`config.mk`:
```
export PLATFORM = sky130hd
export DESIGN_NAME = seq_controller_flat
export DESIGN_NICKNAME = d
export VERILOG_FILES = /design/src/rtl/seq_controller_if.sv /design/src/rtl/seq_controller.sv /design/src/flat_wrapper.sv
export SDC_FILE = /design/constraint.sdc
export NUM_CORES = 1
export LEC_CHECK = 0
export ABC_AREA = 1
export CORE_MARGIN = 8
export CORE_UTILIZATION = 42
export CTS_CLUSTER_DIAMETER = 60
export DETAILED_ROUTE_END_ITERATION = 10
export GPL_TIMING_DRIVEN = 1
export HOLD_SLACK_MARGIN = 0.12
export PLACE_DENSITY = 0.75
export SYNTH_ARGS = -nofsm -noshare
export SYNTH_HDL_FRONTEND = slang
export SYNTH_SLANG_ARGS = --single-unit
```
`constraint.sdc`:
```
create_clock -name clk -period 1.6 [get_ports clk]
set_input_delay 0.32 -clock clk [delete_from_list [all_inputs] [get_ports clk]]
set_output_delay 0.32 -clock clk [all_outputs]
set_load 0.005 [all_outputs]
```
`src/rtl/seq_controller_if.sv`:
```
// Datapath/memory strobe bundle between seq_controller (master) and the datapath (slave).
// The irq input exists only when CTRL_IRQ_EN is defined.
interface seq_controller_if #(
  parameter int OP_W = 8
);
  logic [OP_W-1:0] ir_opcode;
  logic            acc_zero;
  logic            m_ready;
`ifdef CTRL_IRQ_EN
  logic            irq;
`endif
  logic            mar_load;
  logic            pc_inc;
  logic            pc_load;
  logic            ir_load;
  logic            mdr_load;
  logic            acc_load;
  logic            mar_src;
  logic            pc_src;
  logic            m_en;
  logic            m_rw;
  logic [2:0]      alu_op;
  logic            halted;
  logic            fault;
  logic            irq_ack;

  modport master (
    output mar_load, pc_inc, pc_load, ir_load, mdr_load, acc_load,
           mar_src, pc_src, m_en, m_rw, alu_op, halted, fault, irq_ack,
    input  ir_opcode, acc_zero, m_ready
`ifdef CTRL_IRQ_EN
           , irq
`endif
  );

  modport slave (
    input  mar_load, pc_inc, pc_load, ir_load, mdr_load, acc_load,
           mar_src, pc_src, m_en, m_rw, alu_op, halted, fault, irq_ack,
    output ir_opcode, acc_zero, m_ready
`ifdef CTRL_IRQ_EN
           , irq
`endif
  );
endinterface

```
`src/rtl/seq_controller.sv`:
```
// Multi-cycle fetch/decode/execute control FSM with a memory-wait timeout.
// Interrupt entry and the EI opcode are compiled in only when CTRL_IRQ_EN is defined.
module seq_controller #(
  parameter int OP_W     = 8,
  parameter int WAIT_MAX = 15,
  parameter int IRQ_VEC  = 0
) (
  input logic              clk,
  input logic              rst,
  seq_controller_if.master bus
);
  localparam logic [3:0] S_F0    = 4'd0;
  localparam logic [3:0] S_F1    = 4'd1;
  localparam logic [3:0] S_DEC   = 4'd2;
  localparam logic [3:0] S_EA    = 4'd3;
  localparam logic [3:0] S_RD    = 4'd4;
  localparam logic [3:0] S_WR    = 4'd5;
  localparam logic [3:0] S_EXE   = 4'd6;
  localparam logic [3:0] S_JMP   = 4'd7;
  localparam logic [3:0] S_IRQ   = 4'd8;
  localparam logic [3:0] S_HALT  = 4'd9;
  localparam logic [3:0] S_FAULT = 4'd10;

  localparam logic [3:0] OP_LDA = 4'h1;
  localparam logic [3:0] OP_STA = 4'h2;
  localparam logic [3:0] OP_ADD = 4'h3;
  localparam logic [3:0] OP_SUB = 4'h4;
  localparam logic [3:0] OP_JMP = 4'h5;
  localparam logic [3:0] OP_JZ  = 4'h6;
  localparam logic [3:0] OP_EI  = 4'h7;
  localparam logic [3:0] OP_HLT = 4'hF;

  if (OP_W < 4) begin : g_bad_op_w
    $error("seq_controller: OP_W must be at least 4");
  end
  if (WAIT_MAX < 1 || WAIT_MAX > 255) begin : g_bad_wait_max
    $error("seq_controller: WAIT_MAX must be in 1..255");
  end
  if (IRQ_VEC < 0) begin : g_bad_irq_vec
    $error("seq_controller: IRQ_VEC must be non-negative");
  end
  if (OP_W > 4) begin : g_op_lo
    logic w_unused_op_lo;
    assign w_unused_op_lo = ^bus.ir_opcode[OP_W-5:0];
  end

  logic [3:0] r_state;
  logic [3:0] w_next;
  logic [7:0] r_wcnt;
  logic [3:0] r_op;
  logic [3:0] w_op;
  logic       w_tmo;
  logic       w_irq_take;

  assign w_op  = bus.ir_opcode[OP_W-1 -: 4];
  assign w_tmo = (r_wcnt == 8'(WAIT_MAX)) && !bus.m_ready;

`ifdef CTRL_IRQ_EN
  logic r_ie;
  assign w_irq_take = bus.irq & r_ie;

  always_ff @(posedge clk or posedge rst) begin
    if (rst)                                      r_ie <= 1'b0;
    else if (r_state == S_DEC && w_op == OP_EI)   r_ie <= 1'b1;
    else if (r_state == S_IRQ)                    r_ie <= 1'b0;
  end
`else
  assign w_irq_take = 1'b0;
`endif

  always_ff @(posedge clk or posedge rst) begin
    if (rst) begin
      r_state <= S_F0;
      r_wcnt  <= 8'd0;
      r_op    <= 4'd0;
    end else begin
      r_state <= w_next;
      // Only a stay in a memory state is a wait; any exit restarts the count.
      if ((r_state == S_F1 || r_state == S_RD || r_state == S_WR) && w_next == r_state)
        r_wcnt <= r_wcnt + 8'd1;
      else
        r_wcnt <= 8'd0;
      if (r_state == S_DEC)
        r_op <= w_op;
    end
  end

  always_comb begin
    w_next = S_FAULT;
    case (r_state)
      S_F0:    w_next = w_irq_take ? S_IRQ : S_F1;
      S_F1:    w_next = bus.m_ready ? S_DEC : (w_tmo ? S_FAULT : S_F1);
      S_DEC: begin
        case (w_op)
          OP_LDA, OP_STA, OP_ADD, OP_SUB: w_next = S_EA;
          OP_JMP:                         w_next = S_JMP;
          OP_JZ:                          w_next = bus.acc_zero ? S_JMP : S_F0;
          OP_HLT:                         w_next = S_HALT;
          default:                        w_next = S_F0;
        endcase
      end
      S_EA:    w_next = (r_op == OP_STA) ? S_WR : S_RD;
      S_RD:    w_next = bus.m_ready ? S_EXE : (w_tmo ? S_FAULT : S_RD);
      S_WR:    w_next = bus.m_ready ? S_F0 : (w_tmo ? S_FAULT : S_WR);
      S_EXE:   w_next = S_F0;
      S_JMP:   w_next = S_F0;
`ifdef CTRL_IRQ_EN
      S_IRQ:   w_next = S_F0;
`endif
      S_HALT:  w_next = S_HALT;
      S_FAULT: w_next = S_FAULT;
      default: w_next = S_FAULT;
    endcase
  end

  // Outputs are held low for the whole of reset, including the F0 decodes.
  always_comb begin
    bus.mar_load = 1'b0;
    bus.pc_inc   = 1'b0;
    bus.pc_load  = 1'b0;
    bus.ir_load  = 1'b0;
    bus.mdr_load = 1'b0;
    bus.acc_load = 1'b0;
    bus.mar_src  = 1'b0;
    bus.pc_src   = 1'b0;
    bus.m_en     = 1'b0;
    bus.m_rw     = 1'b0;
    bus.alu_op   = 3'd0;
    bus.halted   = 1'b0;
    bus.fault    = 1'b0;
    bus.irq_ack  = 1'b0;
    if (!rst) begin
      case (r_state)
        S_F0: begin
          bus.mar_load = !w_irq_take;
          bus.pc_inc   = !w_irq_take;
        end
        S_F1: begin
          bus.m_en    = 1'b1;
          bus.ir_load = bus.m_ready;
        end
        S_EA: begin
          bus.mar_src  = 1'b1;
          bus.mar_load = 1'b1;
        end
        S_RD: begin
          bus.m_en     = 1'b1;
          bus.mdr_load = bus.m_ready;
        end
        S_WR: begin
          bus.m_en = 1'b1;
          bus.m_rw = 1'b1;
        end
        S_EXE: begin
          bus.acc_load = 1'b1;
          bus.alu_op   = (r_op == OP_ADD) ? 3'd1 : ((r_op == OP_SUB) ? 3'd2 : 3'd0);
        end
        S_JMP:   bus.pc_load = 1'b1;
`ifdef CTRL_IRQ_EN
        S_IRQ: begin
          bus.irq_ack = 1'b1;
          bus.pc_load = 1'b1;
          bus.pc_src  = 1'b1;
        end
`endif
        S_HALT:  bus.halted = 1'b1;
        S_FAULT: bus.fault  = 1'b1;
        default: ;
      endcase
    end
  end
endmodule

```
`src/flat_wrapper.sv`:
```
// flat-port wrapper written by rule: the top's interface ports become plain ports
module seq_controller_flat 
#(
  parameter int OP_W     = 8,
  parameter int WAIT_MAX = 15,
  parameter int IRQ_VEC  = 0
)
  (clk, rst, bus_mar_load, bus_pc_inc, bus_pc_load, bus_ir_load, bus_mdr_load, bus_acc_load, bus_mar_src, bus_pc_src, bus_m_en, bus_m_rw, bus_alu_op, bus_halted, bus_fault, bus_irq_ack, bus_ir_opcode, bus_acc_zero, bus_m_ready);
  seq_controller_if #(.OP_W(OP_W)) bus_i ();
  input logic clk;
  input logic rst;
  output wire logic [$bits(bus_i.mar_load)-1:0] bus_mar_load;
  output wire logic [$bits(bus_i.pc_inc)-1:0] bus_pc_inc;
  output wire logic [$bits(bus_i.pc_load)-1:0] bus_pc_load;
  output wire logic [$bits(bus_i.ir_load)-1:0] bus_ir_load;
  output wire logic [$bits(bus_i.mdr_load)-1:0] bus_mdr_load;
  output wire logic [$bits(bus_i.acc_load)-1:0] bus_acc_load;
  output wire logic [$bits(bus_i.mar_src)-1:0] bus_mar_src;
  output wire logic [$bits(bus_i.pc_src)-1:0] bus_pc_src;
  output wire logic [$bits(bus_i.m_en)-1:0] bus_m_en;
  output wire logic [$bits(bus_i.m_rw)-1:0] bus_m_rw;
  output wire logic [$bits(bus_i.alu_op)-1:0] bus_alu_op;
  output wire logic [$bits(bus_i.halted)-1:0] bus_halted;
  output wire logic [$bits(bus_i.fault)-1:0] bus_fault;
  output wire logic [$bits(bus_i.irq_ack)-1:0] bus_irq_ack;
  input wire logic [$bits(bus_i.ir_opcode)-1:0] bus_ir_opcode;
  input wire logic [$bits(bus_i.acc_zero)-1:0] bus_acc_zero;
  input wire logic [$bits(bus_i.m_ready)-1:0] bus_m_ready;
  assign bus_mar_load = bus_i.mar_load;
  assign bus_pc_inc = bus_i.pc_inc;
  assign bus_pc_load = bus_i.pc_load;
  assign bus_ir_load = bus_i.ir_load;
  assign bus_mdr_load = bus_i.mdr_load;
  assign bus_acc_load = bus_i.acc_load;
  assign bus_mar_src = bus_i.mar_src;
  assign bus_pc_src = bus_i.pc_src;
  assign bus_m_en = bus_i.m_en;
  assign bus_m_rw = bus_i.m_rw;
  assign bus_alu_op = bus_i.alu_op;
  assign bus_halted = bus_i.halted;
  assign bus_fault = bus_i.fault;
  assign bus_irq_ack = bus_i.irq_ack;
  assign bus_i.ir_opcode = bus_ir_opcode;
  assign bus_i.acc_zero = bus_acc_zero;
  assign bus_i.m_ready = bus_m_ready;
  seq_controller #(.OP_W(OP_W), .WAIT_MAX(WAIT_MAX), .IRQ_VEC(IRQ_VEC)) u_core (.clk(clk), .rst(rst), .bus(bus_i));
endmodule
```
After elaboration in Yosys (flattened, before gate mapping)
Cells that the tools add are included.
- muxes and demuxes: 37
- reduce and logical (&&, ||, !) cells: 10
- $add $sub $neg: 1
- eq/ne operators: 21
- operators with widths (kind ; number):
    $eq 4x3->1 const B ; 8
    $pmux 4 s8 ; 1
    $eq 4x2->1 const B ; 6
    $mux 4 ; 6
    $mux 1 ; 23
    $pmux 4 s4 ; 1
    $eq 4x4->1 const B ; 3
    $mux 3 ; 4
    $add 8x1->8 const B ; 1
    $eq 4x1->1 const B ; 2
    $eq 8x4->1 const B ; 1
    $mux 8 ; 1
    $eq 4x4->1 ; 1
    $logic_not 4->1 ; 1
    $reduce_or 2->1 ; 2
    $reduce_or 4->1 ; 1
    $reduce_or 3->1 ; 1
    $logic_and 1x1->1 ; 2
    $logic_or 1x1->1 ; 2
    $mux 2 ; 1
    $logic_not 1->1 ; 1
- input bits: 12
- bits in registers: 16
- output and inout port bits: 16
- word-level logic and storage cells: 72

Longest topological paths before layout
- depth in word-level cells: 8
- depth in mapped cells: 10
- gate-level depth less buffers: 10

Least setup slack after synthesis
Ideal clock, no wire load.
- path type: input to output
- start: input port rst
- end: output port bus_alu_op[0]
- path slack: -0.197 ns
- path buffers: 1
- stages on the path: 6
- arrival: 1.477 ns
- data required time: 1.280 ns
- cell sequence: clkbuf_1 -> inv_1 -> nand2_1 -> nor2_1 -> inv_1 -> nor4_1
- longest elaborated chain between the ends: 1
- RTL lines (item ; line ; source):
    from (decl) ; flat_wrapper.sv:11 ; input logic rst;
    $mux 3 ; seq_controller.sv:132 ; if (!rst) begin
    to (decl) ; flat_wrapper.sv:22 ; output wire logic [$bits(bus_i.alu_op)-1:0] bus_alu_op;
No other way between the ends.

Worst setup path after layout
- start: register u_core.r_state[2]
- end: output port bus_alu_op[0]
- longest elaborated chain between the ends: 3
- RTL lines (item ; line ; source):
    from (decl) ; seq_controller.sv:47 ; logic [3:0] r_state;
    from (signal assigned) ; seq_controller.sv:77 ; r_state <= w_next;
    $eq 4x3->1 ; seq_controller.sv:133 ; case (r_state)
    $mux 3 ; seq_controller.sv:133 ;
    $mux 3 ; seq_controller.sv:132 ;
No other way between the ends.

==> results.cfg <==
[place]
hpwl_mm = 2.29
port_buffers = 20
gp_congestion = 0.878

[cells_and_area]
syn_to_final_growth_pct = 68.2
nNetsFinal = 218
multi_input_area_um2 = 662
n_fill_cell = 182
antennaDiodeCount = 0
drive_gt1_share_pct = 51.0
register_area_um2 = 402

[power]
p_int_w = 0.000577
p_clk_share_pct = 37.9
finalPower_w = 0.000763
p_seq_share_pct = 53.0
power_frac_comb_pct = 9.1
swShare_pct = 24.4
leakagePower_nw = 0.847
p_switching_w = 0.000186
peakVddDrop_v = 0.000362
pwr_density_cell_mw_per_mm2 = 443

[global_routing]
grt_pass1_vias = 1233
grt_max_degree = 17
grt_usage_pct = 15.5
overflow = 0
antenna_found_initial = 0
grt_pass1_wl_mm = 5.32

[synthesis]
ys_types = 27
netlist_instances = 142
muxShareOfSynthArea_pct = 0
synth-simple-area-share_pct = 38.6
yosysWarnings = 0
synth_xor_area_share_pct = 5.13
synth_top_family_by_area = simple AND/OR/NAND/NOR gates
synth_edf_count = 0
ys_seq_area_share_pct = 39.1
synthAdderAreaFrac_pct = 1.22
async_flop_share_pct = 100
ys_dominant_reg_cell = dfrtp_1
netlist_area_mm2 = 0.00102
synth-compound-area-share_pct = 4.65
syn_avg_cell_area_um2 = 7.21
ys_seq_elements = 16

[clock_tree]
clk_transition_reported_paths_ps = 100
htree_levels = 1
clk_latency_ps = 300
hold_buffers = 0
root_buffer = clkbuf_4
cts_buffers = 3
cts_sinks = 16
cts_buffer_depth = 2
cts_tree = built

[worst_setup_path]
crit_top_cell = inv_2
rr_worst_depth = 12
cpLargestDelayFamily = simple AND/OR/NAND/NOR gates
critPathBufInv = 4
crit_fanout = 2
required_ps = 1280
crit_slowest_cell = dfrtp_2
r2r-start = u_core.r_state[3]
arrival_ps = 1590
r2r-end = u_core.r_wcnt[1]
cp_slowest_stage_delay_ps = 390
cp-end-kind = output port
r2r_setup_slack_ps = -100
path_cells = inv_2 -> nor2_4 -> nand2_2 -> nor2_2 -> buf_4 -> inv_2 -> nor4_1 -> buf_2
startpoint_type = flop
crit_type = reg2out

[floorplan]
die_h_um = 65.4
fp.dieW_um = 65.4
fp.coreArea_mm2 = 0.00239
start_util_pct = 42.9
rows = 18
ios = 28
dieArea_mm2 = 0.00427

[sta]
fmax_mhz = 523
min_period_ps = 1910
hold_viol = 0
finalMaxSlewViolations = 0
hold_ws_ps = 248
finalCritPeriodShare_pct = 119
rsz0062_at_grt = true
worst_slack_ps = -310
skew_ps = 2.77
setup_viol = 21

[status]
status = finished with violations
violations = setup timing

[route]
antenna_left = 0
initialDrtViolationCount = 52
drt-pass1-iter-count = 4
finalWirelength_mm = 3.61
drc = 0
vias = 1212
vias_per_cell = 5.18
wl_per_cell_um = 15.4

[flow_run]
max_cap_viol_count = 0

[worst_hold_path]
hold_path_class = in2async
## cell usage after synthesis (2+ instances only)
cell type | count | area (µm²)
nand3_2 | 2 | 20.0
and3_1 | 2 | 12.5
buf_4 | 3 | 22.5
a21oi_1 | 2 | 10.0
xnor2_1 | 3 | 26.3
dfrtp_1 | 16 | 400
nor2_1 | 27 | 101
xor2_1 | 3 | 26.3
nor3_1 | 2 | 10.0
nor4_1 | 3 | 18.8
nand4_1 | 3 | 18.8
inv_2 | 2 | 7.51
o21ai_0 | 3 | 15.0
inv_1 | 19 | 71.3
nand2_1 | 27 | 101
nand3_1 | 14 | 70.1
## timing repair
action,4_1_cts,5_1_grt
resized for setup,82,35
pin swaps,13,14
setup buffers,8,6
setup endpoints to repair,13,22
## cell usage in the layout (no fill, tap or decap), types with 2 or more instances in the layout
cell type | Yosys | routed
buf_4 | 3 | 31
nand2_1 | 27 | 22
dfrtp_1 | 16 | 15
nand3_1 | 14 | 13
nor2_2 | 1 | 13
inv_1 | 19 | 12
buf_6 | 0 | 11
buf_2 | 0 | 11
nor2_1 | 27 | 9
nor2_4 | 0 | 6
clkdlybuf4s50_1 | 0 | 6
inv_2 | 2 | 5
nand2_2 | 0 | 4
nand4_1 | 3 | 3
o21ai_0 | 3 | 3
xnor2_1 | 3 | 3
xor2_1 | 3 | 3
conb_1 | 1 | 3
clkbuf_4 | 0 | 3
nor4_1 | 3 | 2
inv_4 | 1 | 2
nand2_4 | 1 | 2
nand3_4 | 1 | 2
nand3_2 | 2 | 2
a21oi_2 | 0 | 2
nor3_2 | 0 | 2
## how the worst max path moves through the flow
stage / from / slack (ps) / cells after the start / end
CTS: u_core.r_state[2] / -230 / 6 / bus_ir_load
global placement: rst / -570 / 7 / bus_alu_op[0]
detailed placement: rst / -640 / 7 / bus_alu_op[0]
floorplan: rst / 8 / 6 / bus_alu_op[0]
global route: u_core.r_state[2] / -370 / 8 / bus_alu_op[0]
finish: u_core.r_state[2] / -310 / 8 / bus_alu_op[0]
## state kept, by name, indices dropped and copies added (netlist names)
register	cells
u_core.r_state	4
u_core.r_wcnt	8
u_core.r_op	4
## power by group through the flow
stage / Combinational, W / Clock, W / Sequential (W)
after floorplan: 0.0000283 / 0 / 0.000412
after global placement: 0.0000634 / 0 / 0.000412
after detailed placement: 0.0000660 / 0 / 0.000412
after CTS: 0.0000660 / 0.000290 / 0.000404
after global routing: 0.0000757 / 0.000301 / 0.000404
final: 0.0000695 / 0.000289 / 0.000404
## per-stage QoR
stage / TNS (ps) / setup slack (ps) / utilization, % / cells / cell area, µm²
after floorplan: 0 / 7.99 / - / 144 / 1040
after global placement: -6130 / -566 / 61.6 / 220 / 1470
after detailed placement: -7210 / -641 / 61.6 / 220 / 1470
after CTS: -2230 / -225 / 66.4 / 230 / 1580
after global routing: -4080 / -368 / 72.1 / 234 / 1720
final: -2590 / -310 / 72.1 / 234 / 1720
## tightest hold or removal path: stages
cell and delay, ps:
dlygate4sd2_1 280, clkinvlp_4 90, buf_4 240
## cell type report
class                   count  area share, %
clock buffers               4           2.11
inverters                  22           6.03
multi-input cells         102           38.4
flip-flops and latches     16           23.3
well taps                  30           2.18
repair buffers             60           27.9
## cell families (layout without fill, tap and decap cells)
logic type	after synthesis	count (layout)
adders and majority gates	1	1
xor gates and xnor gates	6	6
buffers and inverters	26	86
other	1	3
AOI/OAI and AO/OA	8	8
DFF	16	16
and+or+nand+nor	84	84
## per-layer routing
layer / wire (µm) / vias to the layer above / GRT usage (%)
li1: - / 570 / -
met5: 0 / - / 0
met1: 1370 / 578 / 15.8
met2: 1950 / 53 / 29.3
met3: 201 / 11 / 3.57
met4: 86 / 0 / 6.54
No activity file was read; power rests on OpenSTA's default activity.
